===== config.mk =====
export PLATFORM = sky130hd
export DESIGN_NAME = game_flow_ctrl_flat
export DESIGN_NICKNAME = d
export VERILOG_FILES = /design/src/rtl/game_flow_pkg.sv /design/src/rtl/game_flow_ctrl_if.sv /design/src/rtl/game_flow_handshake.sv /design/src/rtl/game_flow_ctrl.sv /design/src/flat_wrapper.sv
export SDC_FILE = /design/constraint.sdc
export NUM_CORES = 1
export LEC_CHECK = 0
export BUFFER_PORTS_ARGS = -buffer_cell sky130_fd_sc_hd__buf_2
export CAP_MARGIN = 20
export CELL_PAD_IN_SITES_DETAIL_PLACEMENT = 0
export CELL_PAD_IN_SITES_GLOBAL_PLACEMENT = 1
export CORE_MARGIN = 3
export CORE_UTILIZATION = 41
export DETAILED_ROUTE_END_ITERATION = 16
export GPL_TIMING_DRIVEN = 0
export PLACE_DENSITY_LB_ADDON = 0.25
export SYNTH_ARGS = -nofsm -noshare
export SYNTH_HDL_FRONTEND = slang
export SYNTH_SLANG_ARGS = --single-unit

===== constraint.sdc =====
create_clock -name clk -period 2.22 [get_ports clk]
set_input_delay 0.222 -clock clk [delete_from_list [all_inputs] [get_ports clk]]
set_output_delay 0.222 -clock clk [all_outputs]
set_load 0.01 [all_outputs]

===== src/rtl/game_flow_pkg.sv =====
// Shared state encodings, renderer select codes and state classification helpers
// for the game flow controller.
package game_flow_pkg;

  typedef enum logic [3:0] {
    ST_DRAW_START  = 4'd0,
    ST_WAIT_START  = 4'd1,
    ST_ERASE_START = 4'd2,
    ST_DRAW_FRAME  = 4'd3,
    ST_STALL       = 4'd4,
    ST_ERASE_FRAME = 4'd5,
    ST_PROGRESS    = 4'd6,
    ST_DRAW_OVER   = 4'd7,
    ST_WAIT_OVER   = 4'd8
  } state_t;

  localparam logic [2:0] SEL_START       = 3'd0;
  localparam logic [2:0] SEL_ERASE_START = 3'd1;
  localparam logic [2:0] SEL_FRAME       = 3'd2;
  localparam logic [2:0] SEL_ERASE_FRAME = 3'd3;
  localparam logic [2:0] SEL_GAME_OVER   = 3'd4;

  function automatic logic isDrawState(state_t s);
    case (s)
      ST_DRAW_START, ST_ERASE_START, ST_DRAW_FRAME,
      ST_ERASE_FRAME, ST_DRAW_OVER: return 1'b1;
      default:                      return 1'b0;
    endcase
  endfunction

  function automatic logic isActiveState(state_t s);
    case (s)
      ST_DRAW_FRAME, ST_STALL, ST_ERASE_FRAME, ST_PROGRESS: return 1'b1;
      default:                                              return 1'b0;
    endcase
  endfunction

  // Non-draw states present SEL_START; the renderer ignores draw_sel there.
  function automatic logic [2:0] drawSelOf(state_t s);
    case (s)
      ST_ERASE_START: return SEL_ERASE_START;
      ST_DRAW_FRAME:  return SEL_FRAME;
      ST_ERASE_FRAME: return SEL_ERASE_FRAME;
      ST_DRAW_OVER:   return SEL_GAME_OVER;
      default:        return SEL_START;
    endcase
  endfunction

  function automatic state_t drawNextState(state_t s);
    case (s)
      ST_DRAW_START:  return ST_WAIT_START;
      ST_ERASE_START: return ST_DRAW_FRAME;
      ST_DRAW_FRAME:  return ST_STALL;
      ST_ERASE_FRAME: return ST_PROGRESS;
      ST_DRAW_OVER:   return ST_WAIT_OVER;
      default:        return ST_DRAW_START;
    endcase
  endfunction

endpackage


===== src/rtl/game_flow_ctrl_if.sv =====
// Bundles the tick/button/game-logic inputs and renderer/game-logic outputs of the
// game flow controller; master is the controller side.
interface game_flow_ctrl_if #(
  parameter int FRAME_CNT_W = 16
);
  logic                   game_tick_pulse;
  logic                   start_btn;
  logic                   collision;
  logic                   draw_done;
  logic                   draw_req;
  logic [2:0]             draw_sel;
  logic                   advance;
  logic                   game_active;
  logic [FRAME_CNT_W-1:0] frame_count;
  logic                   paused;
  logic [3:0]             state_out;

  modport master (
    input  game_tick_pulse, start_btn, collision, draw_done,
    output draw_req, draw_sel, advance, game_active, frame_count, paused, state_out
  );

  modport slave (
    output game_tick_pulse, start_btn, collision, draw_done,
    input  draw_req, draw_sel, advance, game_active, frame_count, paused, state_out
  );
endinterface


===== src/rtl/game_flow_handshake.sv =====
// Per-state renderer request sequencer: request stays low on the entry cycle of a draw
// state, rises next edge, and is accepted when draw_done is seen while it is high.
module game_flow_handshake (
  input  logic clk,
  input  logic reset,
  input  logic drawState_i,
  input  logic done_i,
  output logic req_o,
  output logic accept_o
);

  logic req_q, req_d;

  // req_q can only be high if the previous cycle was this same draw state, so an
  // accept always belongs to the current state and forces a low cycle afterwards.
  assign accept_o = req_q & done_i;
  assign req_d    = drawState_i & ~accept_o;
  assign req_o    = req_q;

  always_ff @(posedge clk or posedge reset) begin
    if (reset) req_q <= 1'b0;
    else       req_q <= req_d;
  end

endmodule


===== src/rtl/game_flow_ctrl.sv =====
// Game flow controller: start screen, gameplay frames and game-over screen with a renderer
// handshake. Define GAME_FLOW_PAUSE_EN to let a start edge in STALL pause/resume ticking.
module game_flow_ctrl #(
  parameter int TICKS_PER_FRAME = 1,
  parameter int TICK_CNT_W      = 4,
  parameter int FRAME_CNT_W     = 16
) (
  input logic              clk,
  input logic              reset,
  game_flow_ctrl_if.master bus
);
  import game_flow_pkg::*;

  localparam logic [TICK_CNT_W-1:0] LAST_TICK = TICK_CNT_W'(TICKS_PER_FRAME - 1);

  state_t                 state_q, state_d;
  logic [TICK_CNT_W-1:0]  tickCnt_q, tickCnt_d;
  logic [FRAME_CNT_W-1:0] frameCnt_q, frameCnt_d;
  logic                   startPrev_q;
  logic                   startEdge, pausedNow, tickTaken, finalTick, enterStall;
  logic                   drawReq, drawAccept;

  assign startEdge  = bus.start_btn & ~startPrev_q;
  assign tickTaken  = (state_q == ST_STALL) & bus.game_tick_pulse & ~pausedNow;
  assign finalTick  = tickTaken & (tickCnt_q == LAST_TICK);
  assign enterStall = (state_q != ST_STALL) & (state_d == ST_STALL);

  game_flow_handshake u_handshake (
    .clk        (clk),
    .reset      (reset),
    .drawState_i(isDrawState(state_q)),
    .done_i     (bus.draw_done),
    .req_o      (drawReq),
    .accept_o   (drawAccept)
  );

  always_comb begin
    state_d = state_q;
    case (state_q)
      ST_DRAW_START, ST_ERASE_START, ST_DRAW_FRAME, ST_ERASE_FRAME, ST_DRAW_OVER:
        if (drawAccept) state_d = drawNextState(state_q);
      ST_WAIT_START: if (startEdge) state_d = ST_ERASE_START;
      ST_STALL:      if (finalTick) state_d = ST_ERASE_FRAME;
      ST_PROGRESS:   state_d = bus.collision ? ST_DRAW_OVER : ST_DRAW_FRAME;
      ST_WAIT_OVER:  if (startEdge) state_d = ST_DRAW_START;
      default:       state_d = ST_DRAW_START;
    endcase
  end

  // Frame count restarts on the erase of the start screen so the game-over screen
  // still shows the score of the game just finished.
  always_comb begin
    tickCnt_d  = tickCnt_q;
    frameCnt_d = frameCnt_q;
    if (enterStall)     tickCnt_d = '0;
    else if (tickTaken) tickCnt_d = tickCnt_q + TICK_CNT_W'(1);
    if (state_q == ST_ERASE_START)
      frameCnt_d = '0;
    else if (state_q == ST_PROGRESS && frameCnt_q != '1)
      frameCnt_d = frameCnt_q + FRAME_CNT_W'(1);
  end

  always_ff @(posedge clk or posedge reset) begin
    if (reset) begin
      state_q     <= ST_DRAW_START;
      tickCnt_q   <= '0;
      frameCnt_q  <= '0;
      startPrev_q <= 1'b0;
    end else begin
      state_q     <= state_d;
      tickCnt_q   <= tickCnt_d;
      frameCnt_q  <= frameCnt_d;
      startPrev_q <= bus.start_btn;
    end
  end

`ifdef GAME_FLOW_PAUSE_EN
  logic paused_q, paused_d;

  always_comb begin
    paused_d = paused_q;
    if (state_q != ST_STALL || state_d != ST_STALL) paused_d = 1'b0;
    else if (startEdge)                            paused_d = ~paused_q;
  end

  always_ff @(posedge clk or posedge reset) begin
    if (reset) paused_q <= 1'b0;
    else       paused_q <= paused_d;
  end

  assign pausedNow = paused_q;
`else
  assign pausedNow = 1'b0;
`endif

  assign bus.draw_req    = drawReq;
  assign bus.draw_sel    = drawSelOf(state_q);
  assign bus.advance     = (state_q == ST_PROGRESS);
  assign bus.game_active = isActiveState(state_q);
  assign bus.frame_count = frameCnt_q;
  assign bus.paused      = pausedNow;
  assign bus.state_out   = state_q;

endmodule

===== src/flat_wrapper.sv =====
// flat-port wrapper written by rule: the top's interface ports become plain ports
module game_flow_ctrl_flat import game_flow_pkg::*;
#(
  parameter int TICKS_PER_FRAME = 1,
  parameter int TICK_CNT_W      = 4,
  parameter int FRAME_CNT_W     = 16
)
  (clk, reset, bus_game_tick_pulse, bus_start_btn, bus_collision, bus_draw_done, bus_draw_req, bus_draw_sel, bus_advance, bus_game_active, bus_frame_count, bus_paused, bus_state_out);
  game_flow_ctrl_if #(.FRAME_CNT_W(FRAME_CNT_W)) bus_i ();
  input logic clk;
  input logic reset;
  input wire logic [$bits(bus_i.game_tick_pulse)-1:0] bus_game_tick_pulse;
  input wire logic [$bits(bus_i.start_btn)-1:0] bus_start_btn;
  input wire logic [$bits(bus_i.collision)-1:0] bus_collision;
  input wire logic [$bits(bus_i.draw_done)-1:0] bus_draw_done;
  output wire logic [$bits(bus_i.draw_req)-1:0] bus_draw_req;
  output wire logic [$bits(bus_i.draw_sel)-1:0] bus_draw_sel;
  output wire logic [$bits(bus_i.advance)-1:0] bus_advance;
  output wire logic [$bits(bus_i.game_active)-1:0] bus_game_active;
  output wire logic [$bits(bus_i.frame_count)-1:0] bus_frame_count;
  output wire logic [$bits(bus_i.paused)-1:0] bus_paused;
  output wire logic [$bits(bus_i.state_out)-1:0] bus_state_out;
  assign bus_i.game_tick_pulse = bus_game_tick_pulse;
  assign bus_i.start_btn = bus_start_btn;
  assign bus_i.collision = bus_collision;
  assign bus_i.draw_done = bus_draw_done;
  assign bus_draw_req = bus_i.draw_req;
  assign bus_draw_sel = bus_i.draw_sel;
  assign bus_advance = bus_i.advance;
  assign bus_game_active = bus_i.game_active;
  assign bus_frame_count = bus_i.frame_count;
  assign bus_paused = bus_i.paused;
  assign bus_state_out = bus_i.state_out;
  game_flow_ctrl #(.TICKS_PER_FRAME(TICKS_PER_FRAME), .TICK_CNT_W(TICK_CNT_W), .FRAME_CNT_W(FRAME_CNT_W)) u_core (.clk(clk), .reset(reset), .bus(bus_i));
endmodule

# Yosys cells after proc, flatten, opt, wreduce, memory -nomap -nowiden
# Cells that the tools add are included.
dict set report word_totals {
  out_inout_bits 27
  inputBits 6
  ff_bits 26
}
dict set report classes {
  n_reduce_logical 7
  n_bitwise 8
  add_sub_neg 2
  mux 14
  n_eq_ne 11
}
# op n
set op_table {}
lappend op_table {{$pmux 4 s5} 2}
lappend op_table {{$mux 16} 2}
lappend op_table {{$mux 4} 6}
lappend op_table {{$eq 4x3->1 const B} 5}
lappend op_table {{$add 16x1->16 const B} 1}
lappend op_table {{$ne 16x16->1 const B} 1}
lappend op_table {{$pmux 3 s4} 1}
lappend op_table {{$eq 4x2->1 const B} 2}
lappend op_table {{$logic_not 4->1} 2}
lappend op_table {{$and 1x1->1} 6}
lappend op_table {{$reduce_or 5->1} 1}
lappend op_table {{$add 4x1->4 const B} 1}
lappend op_table {{$eq 4x1->1 const B} 1}
lappend op_table {{$eq 4x4->1 const B} 1}
lappend op_table {{$ne 4x3->1 const B} 1}
lappend op_table {{$reduce_bool 2->1} 2}
lappend op_table {{$reduce_or 4->1} 1}
lappend op_table {{$mux 3} 1}
lappend op_table {{$mux 1} 2}
lappend op_table {{$not 1->1} 2}
lappend op_table {{$logic_and 1x1->1} 1}

# Depth between registers and ports, before layout
# Gate-level depths: netlist (run 1).
dict set report depth {
  ltp_word 8
  ltp_mapped 7
  ltp_nobuf 6
}

# By module
# Synthesis (run 1) repeated with hierarchy kept, for this count alone.
dict set report hier_totals {
  cells_unflattened 181
  area_unflattened_um2 1646.6
}
# mod cells_each area_per_inst_um2 n_inst
set modules_own_cells {}
lappend modules_own_cells {game_flow_ctrl 177 1604.0 1}
lappend modules_own_cells {game_flow_handshake 4 42.5 1}

# Least setup slack after synthesis (run 1)
# OpenSTA, ideal clock, no wires.
dict set report synth_path {
  path_type {register to register}
  start {register u_core.state_q[0] (netlist: u_core.bus.state_out[0])}
  end {register u_core.frameCnt_q[15] (netlist: u_core.bus.frame_count[15])}
  arrival_ps 1631
  path_stages_with_launch 7
  setup_ps 148
  path_slack_ps 440
  cell_sequence {dfrtp_1 > buf_2 > nand4bb_1 > or3_4 > nor3_2 > and4_1 > a211oi_2}
}
dict set report synth_between {
  elab_chain_cells 3
}
# item line_no
set synth_lines {}
lappend synth_lines {{start, declared} game_flow_ctrl.sv:16} ;# state_t state_q, state_d;
lappend synth_lines {{start signal, assigned} game_flow_ctrl.sv:70} ;# state_q <= state_d;
lappend synth_lines {{$eq 4x3->1} game_flow_ctrl.sv:59} ;# else if (state_q == ST_PROGRESS && frameCnt_q != '1)
lappend synth_lines {{$logic_and 1x1->1} game_flow_ctrl.sv:59}
lappend synth_lines {{$reduce_bool 2->1 (no source line)} -}
lappend synth_lines {{end signal, assigned} game_flow_ctrl.sv:72} ;# frameCnt_q <= frameCnt_d;
lappend synth_lines {{end, declared} game_flow_ctrl.sv:18} ;# logic [FRAME_CNT_W-1:0] frameCnt_q, frameCnt_d;
# Parallel ways exist; a longest one is shown, timed or not.
# A chain may end at the register's enable or synchronous reset.

# Worst setup path in the final report (run 1)
dict set report layout_path {
  start {register u_core.state_q[1] (netlist: u_core.bus.state_out[1])}
  end {register u_core.frameCnt_q[7] (netlist: u_core.bus.frame_count[7])}
}
# The elaborated chain is that of the path after synthesis.

==> results_dict.tcl, run 1 <==
set metrics [dict create \
    grt_pass1_vias 1311 \
    finalPower_mw 1.84 \
    startpoint_type "flop" \
    hpwl_mm 2.51 \
    drc 0 \
    postSynthCellCount 166 \
    layout.nets 213 \
    clkSlewWorstSetupHoldPaths_ps 90 \
    hold_viol 0 \
    crit_type "reg -> reg" \
    busiest_layer "met2" \
    required_ps 2380 \
    grt_setup_unrepaired "no" \
    syn_area_per_cell_um2 9.53 \
    cp_slowest_stage_delay_ps 660 \
    cp_slowest_cell "nor4b_2" \
    period_minus_slack_ps 2000 \
    setup_violations 0 \
    port_buffers 31 \
    cpMostUsedCell "buf_2" \
    io_pins 33 \
    drtPass1Iterations 4 \
    cts_setup_buffers 0 \
    gp_congestion 0.877 \
    synth_nets 175 \
    start_util_pct 44.9 \
    ys_warn_count 0 \
    met1_usage_pct 19.1 \
    yosysSeqAreaShare_pct 41.1 \
    slew_headroom_pct 48.9 \
    antenna_found_initial 0 \
    layout_commonest_cell "buf_2" \
    hold_path.class "in -> reg" \
    drt_iter0_markers 56 \
    grtUsageTotal_pct 16.4 \
    synth_seq_cells 26 \
    die_area_um2 4640 \
    die_y_um 68.1 \
    nFillCells 354 \
    path_cells "buf_2, nor4b_2, buf_2, nor2_1" \
    num_antenna_cells 0 \
    status "complete, no violations" \
    clock.fmax_ghz 0.499 \
    multi_input_area_um2 863 \
    die_x_um 68.1 \
    antenna_left 0 \
    synth_flop_cell "dfrtp_1" \
    drive_above_1_share_pct 27.6 \
    ff_latch_area_um2 651 \
    final_max_slew_viol_count 0 \
    p_per_area_nw_per_um2 965 \
    numCtsBuffers 3 \
    rrSetupSlack_ps 220 \
    cp_max_fo 10 \
    final_cell_mix "37 x buf_2, 27 x nor2_1, 26 x dfrtp_1" \
    use_met2_pct 29.5 \
    tns_ps 0 \
    synth_cell_types 50 \
    cts.path.max_buffers 2 \
    peakVddDrop_mv 0.572 \
    leakagePower_nw 0.893 \
    area_delta_synth_final_pct 20.3 \
    vias 1334 \
    clockRootBuffer "clkbuf_8" \
    tightestPinTransition_ps 765 \
    crit_arrival_ps 2170 \
    cts_tree "done" \
    use_met3_pct 3.94 \
    grt_pass1_wl_mm 5.82 \
    clk_latency_ps 270 \
    finClkSkew_ps 5.65 \
    num_rows 21 \
    core_um2 3520 \
    ctsResizeCount 0 \
    maxCapViolCount 0 \
    grt-ovfl-total 0 \
    routed_wirelength_mm 3.40 \
    cts_max_level 1 \
    cp-end-kind "flop" \
    vias_per_cell 5.36 \
    period_share_pct 90.3 \
    cts_sinks 26 \
    drt-wirelength-per-cell_um 13.7 \
    synth_edf_count 0 \
    synth_async_sr_flop_share_pct 100 \
    syn_area_um2 1580 \
    grt_max_degree 27 \
]
[state kept, by name (all words and copies together) (netlist names)]
signal and cells:
u_core.bus.frame_count 16, u_core.startPrev_q 1, u_core.tickCnt_q 4, u_core.u_handshake.req_o 1, u_core.bus.state_out 4
[worst max-delay path: cells and delay by family, from the launching register on]
family / cells / cell delay [ps]
and+or+nand+nor: 2 / 740
DFF: 1 / 530
buffers and inverters: 2 / 620
[layer usage]
metal | vias up | wire (um) | part of all wire [%]
met1 | 629 | 1440 | 42
met3 | 6 | 163 | 4.8
li1 | 661 | - | -
met5 | - | 0 | 0
met4 | 0 | 29 | 0.85
met2 | 38 | 1770 | 52
[per-stage QoR]
stage               std cells  setup WS [ps]  utilization, %  cell area (um^2)  hold WS, ps
floorplan                 166            440               -              1580          253
global placement          243            234            51.0              1790          352
detailed placement        243            160            51.0              1790          362
CTS                       247            194            53.0              1870         75.8
global route              249           54.4            54.1              1900         83.7
finish                    249            215            54.1              1900         88.5
[where the power goes]
group	switching, mW	internal, mW	total [mW]
sequential	0.100	0.548	0.649
clock	0.152	0.241	0.393
combinational	0.459	0.335	0.794
[cells by family after synthesis]
kind of cell / Yosys count / synth area share, %
muxes: 2 / 1.27
AOI/OAI and AO/OA: 28 / 12.1
other: 1 / 0.237
xor gates and xnor gates: 13 / 7.20
adders and majority gates: 3 / 2.37
buffers and inverters: 15 / 4.27
DFF: 26 / 41.1
and+or+nand+nor: 78 / 31.4
[synthesized netlist by cell type, types with 2 or more instances]
master / count / share of area, %
o31ai_1: 2 / 0.95
a22oi_1: 2 / 0.95
nor3_1: 4 / 1.3
nand2_1: 10 / 2.4
buf_2: 6 / 1.9
ha_1: 3 / 2.4
xor2_1: 2 / 1.1
dfrtp_1: 26 / 41
nand2b_1: 2 / 0.79
o21ai_0: 8 / 2.5
nor4_1: 2 / 0.79
a21oi_1: 2 / 0.63
nor2_1: 27 / 6.4
nor4b_2: 3 / 2.8
o211ai_1: 2 / 0.95
nand4_1: 3 / 1.2
nand3_1: 6 / 1.9
nor4b_1: 2 / 1.1
inv_1: 8 / 1.9
nor2b_1: 4 / 1.6
mux2i_1: 2 / 1.3
xnor2_1: 11 / 6.1
o21ai_1: 2 / 0.63
[repair_timing]
action / CTS / global route
endpoints found under the setup margin: 0 / 0
hold buffers: 0 / 1
hold endpoints to repair: 0 / 9
[worst paths after layout]
check / from / to / depth (start not counted)
min: bus_start_btn / u_core.startPrev_q / 1
min reg2reg: u_core.tickCnt_q[3] / u_core.tickCnt_q[3] / 2
max in group asynchronous: reset / u_core.bus.state_out[1] / 4
max: u_core.bus.state_out[1] / u_core.bus.frame_count[7] / 4
min in group asynchronous: reset / u_core.tickCnt_q[0] / 3
max reg2reg: u_core.bus.state_out[1] / u_core.bus.frame_count[7] / 4
[area by class of cell]
cell class | count | share of cell area, %
Tap cell | 46 | 3.02
Clock buffer | 3 | 2.17
Sequential cell | 26 | 34.2
Buffer | 7 | 1.97
Timing Repair Buffer | 33 | 10.1
Multi-Input combinational cell | 125 | 45.4
Clock inverter | 1 | 1.58
Inverter | 8 | 1.58
(Power assumes the default switching activity.)
==> run 2, diff against run 1 <==
--- a/config.mk
+++ b/config.mk
@@ -14,4 +14,5 @@
 export DETAILED_ROUTE_END_ITERATION = 16
 export GPL_TIMING_DRIVEN = 0
+export MAX_ROUTING_LAYER = met4
 export PLACE_DENSITY_LB_ADDON = 0.25
 export SYNTH_ARGS = -nofsm -noshare
==> constraint.sdc (replaced) <==
create_clock -name clk -period 2.22 [get_ports clk]
set_input_delay 0.444 -clock clk [delete_from_list [all_inputs] [get_ports clk]]
set_output_delay 0.444 -clock clk [all_outputs]
set_load 0.01 [all_outputs]
==> run 2 against run 1 <==
  * Fmax is 0.52% lower
  * Non-clock buffer count fell by 1
  * Worst hold slack gained 110 ps
==> results_dict.tcl, run 2 (same netlist as run 1, synthesis figures left out) <==
set metrics [dict create \
    status "complete, no violations" \
    required_ps 2370 \
    num_antenna_cells 0 \
    p_per_area_nw_per_um2 929 \
    path_cells "buf_2, nor4b_2, buf_2, nor2_1" \
    grt_pass1_wl_mm 5.65 \
    drtPass1Iterations 4 \
    rr_endpoint "u_core.bus.frame_count[7]" \
    cp_slowest_cell "nor4b_2" \
    period_minus_slack_ps 2020 \
    leakagePower_nw 0.876 \
    vias 1321 \
    drc 0 \
    core_um2 3520 \
    cp-end-kind "flop" \
    cts_sinks 26 \
    antenna_left 0 \
    timing.rr.start "u_core.bus.state_out[1]" \
    worst-path-buf-inv 2 \
    grt_max_degree 27 \
    setup_violations 0 \
    peakVddDrop_mv 0.534 \
    die_x_um 68.1 \
    grt_setup_unrepaired "no" \
    post-place-cells 243 \
    maxCapViolCount 0 \
    rrSetupSlack_ps 200 \
    cts_tree "done" \
    antenna_found_initial 0 \
    ctsResizeCount 0 \
    drt-wirelength-per-cell_um 13.4 \
    grtUsageTotal_pct 16.0 \
    tns_ps 0 \
    layout.nets 212 \
    cts.path.max_buffers 2 \
    clockRootBuffer "clkbuf_8" \
    ctsHoldBuffers 0 \
    cts_max_level 1 \
    hpwl_mm 2.55 \
    io_pins 33 \
    cp_max_fo 10 \
    hold_viol 0 \
    num_rows 21 \
    largest_register_ffs 16 \
    grt-ovfl-total 0 \
    crit_arrival_ps 2170 \
    cp_top_family "simple AND/OR/NAND/NOR gates" \
    nFillCells 355 \
    final_max_slew_viol_count 0 \
    routed_wirelength_mm 3.32 \
    multi_input_area_um2 863 \
    ff_latch_area_um2 651 \
    start_util_pct 44.9 \
    cp_slowest_stage_delay_ps 670 \
    clk_latency_ps 260 \
    final_cell_mix "37 x buf_2, 27 x nor2_1, 26 x dfrtp_1" \
    clkSlewWorstSetupHoldPaths_ps 90 \
    numCtsBuffers 3 \
    gp_congestion 0.874 \
    layout_commonest_cell "buf_2" \
    period_share_pct 90.8 \
    drive_above_1_share_pct 27.7 \
    clock.fmax_ghz 0.496 \
    cts_setup_buffers 0 \
    tightestPinTransition_ps 774 \
    stdcell_count 248 \
    drt_iter0_markers 38 \
    vias_per_cell 5.33 \
    cp.depth 4 \
    rr_worst_depth 4 \
    crit_type "reg -> reg" \
    startpoint_type "flop" \
    die_y_um 68.1 \
    port_buffers 31 \
    area_delta_synth_final_pct 17.9 \
    slew_headroom_pct 48.3 \
    grt_pass1_vias 1329 \
    hold_path.class "in -> async" \
    die_area_um2 4640 \
    finClkSkew_ps 1.39 \
    cpMostUsedCell "buf_2" \
]
## run 2: changes by cell type in the layout (fill, tap and decap cells not counted)
cell,delta
dlygate4sd3_1,-1
buf_16,-1
clkbuf_8,+1
buf_8,+1
bufinv_16,-1
## run 2: final cells by class
class	count	area share, %
Multi-Input combinational cell	125	46.3
Sequential cell	26	34.9
Timing Repair Buffer	32	9.13
Tap cell	46	3.09
Clock buffer	4	2.95
Buffer	7	2.01
Inverter	8	1.61
## run 2: worst max path at each step
stage                            startpoint  slack [ps]                          to
global placement    u_core.bus.state_out[1]         240  u_core.bus.frame_count[12]
global route        u_core.bus.state_out[1]          80   u_core.bus.frame_count[7]
CTS                 u_core.bus.state_out[1]         200   u_core.bus.frame_count[7]
detailed placement  u_core.bus.state_out[1]         210   u_core.bus.frame_count[7]
floorplan           u_core.bus.state_out[0]         440  u_core.bus.frame_count[15]
finish              u_core.bus.state_out[1]         200   u_core.bus.frame_count[7]
## run 2: where the power goes
part | total [mW] | internal [mW] | leakage [nW] | switching [mW]
clock | 0.298 | 0.158 | 0.0288 | 0.140
combinational | 0.790 | 0.330 | 0.500 | 0.459
sequential | 0.645 | 0.549 | 0.348 | 0.0961
## run 2: layer usage
| layer | up-vias | global-route usage (%) | wire length (um) |
|---|---|---|---|
| li1 | 662 | - | - |
| met1 | 637 | 18.6 | 1480 |
| met2 | 18 | 29.0 | 1720 |
| met3 | 4 | 1.97 | 92 |
| met4 | 0 | 3.97 | 28 |
| met5 | - | - | 0 |
## run 2: metrics by stage
step	instance area (um^2)	setup WS, ps	util, %	total power [mW]	hold slack [ps]
final	1860	205	52.9	1.73	198
after global routing	1860	82.3	52.9	1.88	231
after CTS	1850	198	52.5	1.75	300
after detailed placement	1790	206	51.0	1.45	543
after global placement	1790	235	51.0	1.43	526
after floorplan	1580	440	-	1.21	475
## run 2: worst register-to-register path, cell delays in order, from the launching register on
cell     delay, ps
dfrtp_1        530
buf_2          280
nor4b_2        670
buf_2          350
nor2_1          80
==> run 3, diff against run 2 <==
CELL_PAD_IN_SITES_DETAIL_PLACEMENT = default   (was 0)
CELL_PAD_IN_SITES_GLOBAL_PLACEMENT = default   (was 1)
CORE_UTILIZATION = 40   (was 41)
==> run 3 against run 2 <==
  * Worst hold slack worse by 81 ps
  * Register-to-register slack is essentially flat
  * Cell area rose by 1.7%
  * Final cell count rose by 0.81%
  * Via count increased by 0.61%
  * Sequential power is 0.6% higher
  * Sequential cell count did not move
  * Combinational power is 0.8% higher
  * Largest cell class unchanged
==> results_dict.tcl, run 3 (same netlist as run 1, synthesis figures left out) <==
set metrics [dict create \
    drt_iter0_markers 36 \
    num_rows 22 \
    cts_tree "done" \
    final_area_um2 1900 \
    swShare_pct 38.6 \
    start_util_pct 42.2 \
    grt_max_degree 27 \
    finalPower_mw 1.83 \
    tns_ps 0 \
    power_frac_comb_pct 43.5 \
    ctsHoldBuffers 0 \
    grt_pass1_wl_mm 5.68 \
    nFillCells 372 \
    die_area_um2 4740 \
    largest_register_ffs 16 \
    vias 1329 \
    drtPass1Iterations 4 \
    cts_max_level 1 \
    cp_max_fo 10 \
    required_ps 2380 \
    p_per_area_nw_per_um2 966 \
    slew_headroom_pct 46.3 \
    hold_viol 0 \
    peakVddDrop_mv 0.713 \
    finClkSkew_ps 6.06 \
    grt_setup_unrepaired "no" \
    layout.nets 212 \
    ctsResizeCount 0 \
    num_antenna_cells 0 \
    layout_commonest_cell "buf_2" \
    crit_type "reg -> reg" \
    power_switching_uw 708 \
    cts_sinks 26 \
    final_cell_mix "37 x buf_2, 27 x nor2_1, 26 x dfrtp_1" \
    grt-ovfl-total 0 \
    clkSlewWorstSetupHoldPaths_ps 90 \
    clk_latency_ps 270 \
    p_clk_share_pct 21.1 \
    numCtsBuffers 3 \
    setup_violations 0 \
    grtUsageTotal_pct 16.0 \
    io_pins 33 \
    area_delta_synth_final_pct 19.9 \
    maxCapViolCount 0 \
    drt-wirelength-per-cell_um 13.5 \
    seq_power_share_pct 35.4 \
    port_buffers 31 \
    crit_arrival_ps 2180 \
    grt_pass1_vias 1290 \
    final_max_slew_viol_count 0 \
    cts.path.max_buffers 2 \
    startpoint_type "flop" \
    die_y_um 68.9 \
    antenna_left 0 \
    gp_congestion 0.934 \
    clock.fmax_ghz 0.496 \
    die_x_um 68.9 \
    hpwl_mm 2.56 \
    p_int_mw 1.12 \
    status "complete, no violations" \
    period_share_pct 90.9 \
    period_minus_slack_ps 2020 \
    vias_per_cell 5.32 \
    cp-end-kind "flop" \
    antenna_found_initial 0 \
    hold_path.class "in -> async" \
    drc 0 \
    drive_above_1_share_pct 27.7 \
    leakagePower_nw 0.889 \
    core_um2 3740 \
    cts_setup_buffers 0 \
    tightestPinTransition_ps 803 \
    routed_wirelength_mm 3.37 \
    dpl_cell_area_um2 1800 \
    clockRootBuffer "clkbuf_8" \
]
[run 3: layout make-up]
cell class,instances,area [um^2],area share (%)
Multi-Input combinational cell,125,863,45.5
Sequential cell,26,651,34.3
Timing Repair Buffer,32,183,9.64
Tap cell,48,60.1,3.17
Clock buffer,3,41.3,2.18
Buffer,7,37.5,1.98
Clock inverter,1,30.0,1.58
Inverter,8,30.0,1.58
[run 3: power groups by stage]
stage / logic [mW] / registers [mW] / clock network, mW
after global routing: 0.889 / 0.663 / 0.422
after detailed placement: 0.796 / 0.654 / 0
after CTS: 0.797 / 0.648 / 0.401
after global placement: 0.780 / 0.649 / 0
final: 0.796 / 0.649 / 0.387
after floorplan: 0.547 / 0.661 / 0
[run 3: worst paths after layout]
| path | from | to | slack, ps | cells after the start |
|---|---|---|---|---|
| worst max-delay path | u_core.bus.state_out[1] | u_core.bus.frame_count[7] | 200 | 4 |
| worst min-delay path | reset | u_core.bus.frame_count[14] | 120 | 2 |
| worst max register to register | u_core.bus.state_out[1] | u_core.bus.frame_count[7] | 200 | 4 |
| worst min register to register | u_core.bus.frame_count[15] | u_core.bus.frame_count[15] | 570 | 1 |
| max in group asynchronous | reset | u_core.bus.state_out[3] | 1690 | 3 |
| min in group clk | bus_start_btn | u_core.startPrev_q | 310 | 1 |
[run 3: metrics by stage]
stage	instances	util (%)	setup slack, ps	hold WS, ps
final	250	50.6	202	117
after global routing	250	50.6	21.3	126
after CTS	249	49.9	176	296
after detailed placement	245	48.0	212	543
after global placement	245	48.0	247	525
after floorplan	166	-	440	475
[run 3: per-layer routing]
layer	share of wire [%]	vias up	global-route usage [%]	wire (um)
met5	0	-	-	0
met2	52	26	29.4	1760
met3	3.9	2	3.08	131
met4	0.51	0	2.19	17
li1	-	654	-	-
met1	43	647	18.4	1460
[run 3: worst max-delay path, cell delays in order, from the launching register on]
cell and delay, ps:
dfrtp_1 530, buf_2 270, nor4b_2 690, buf_2 340, nor2_1 70
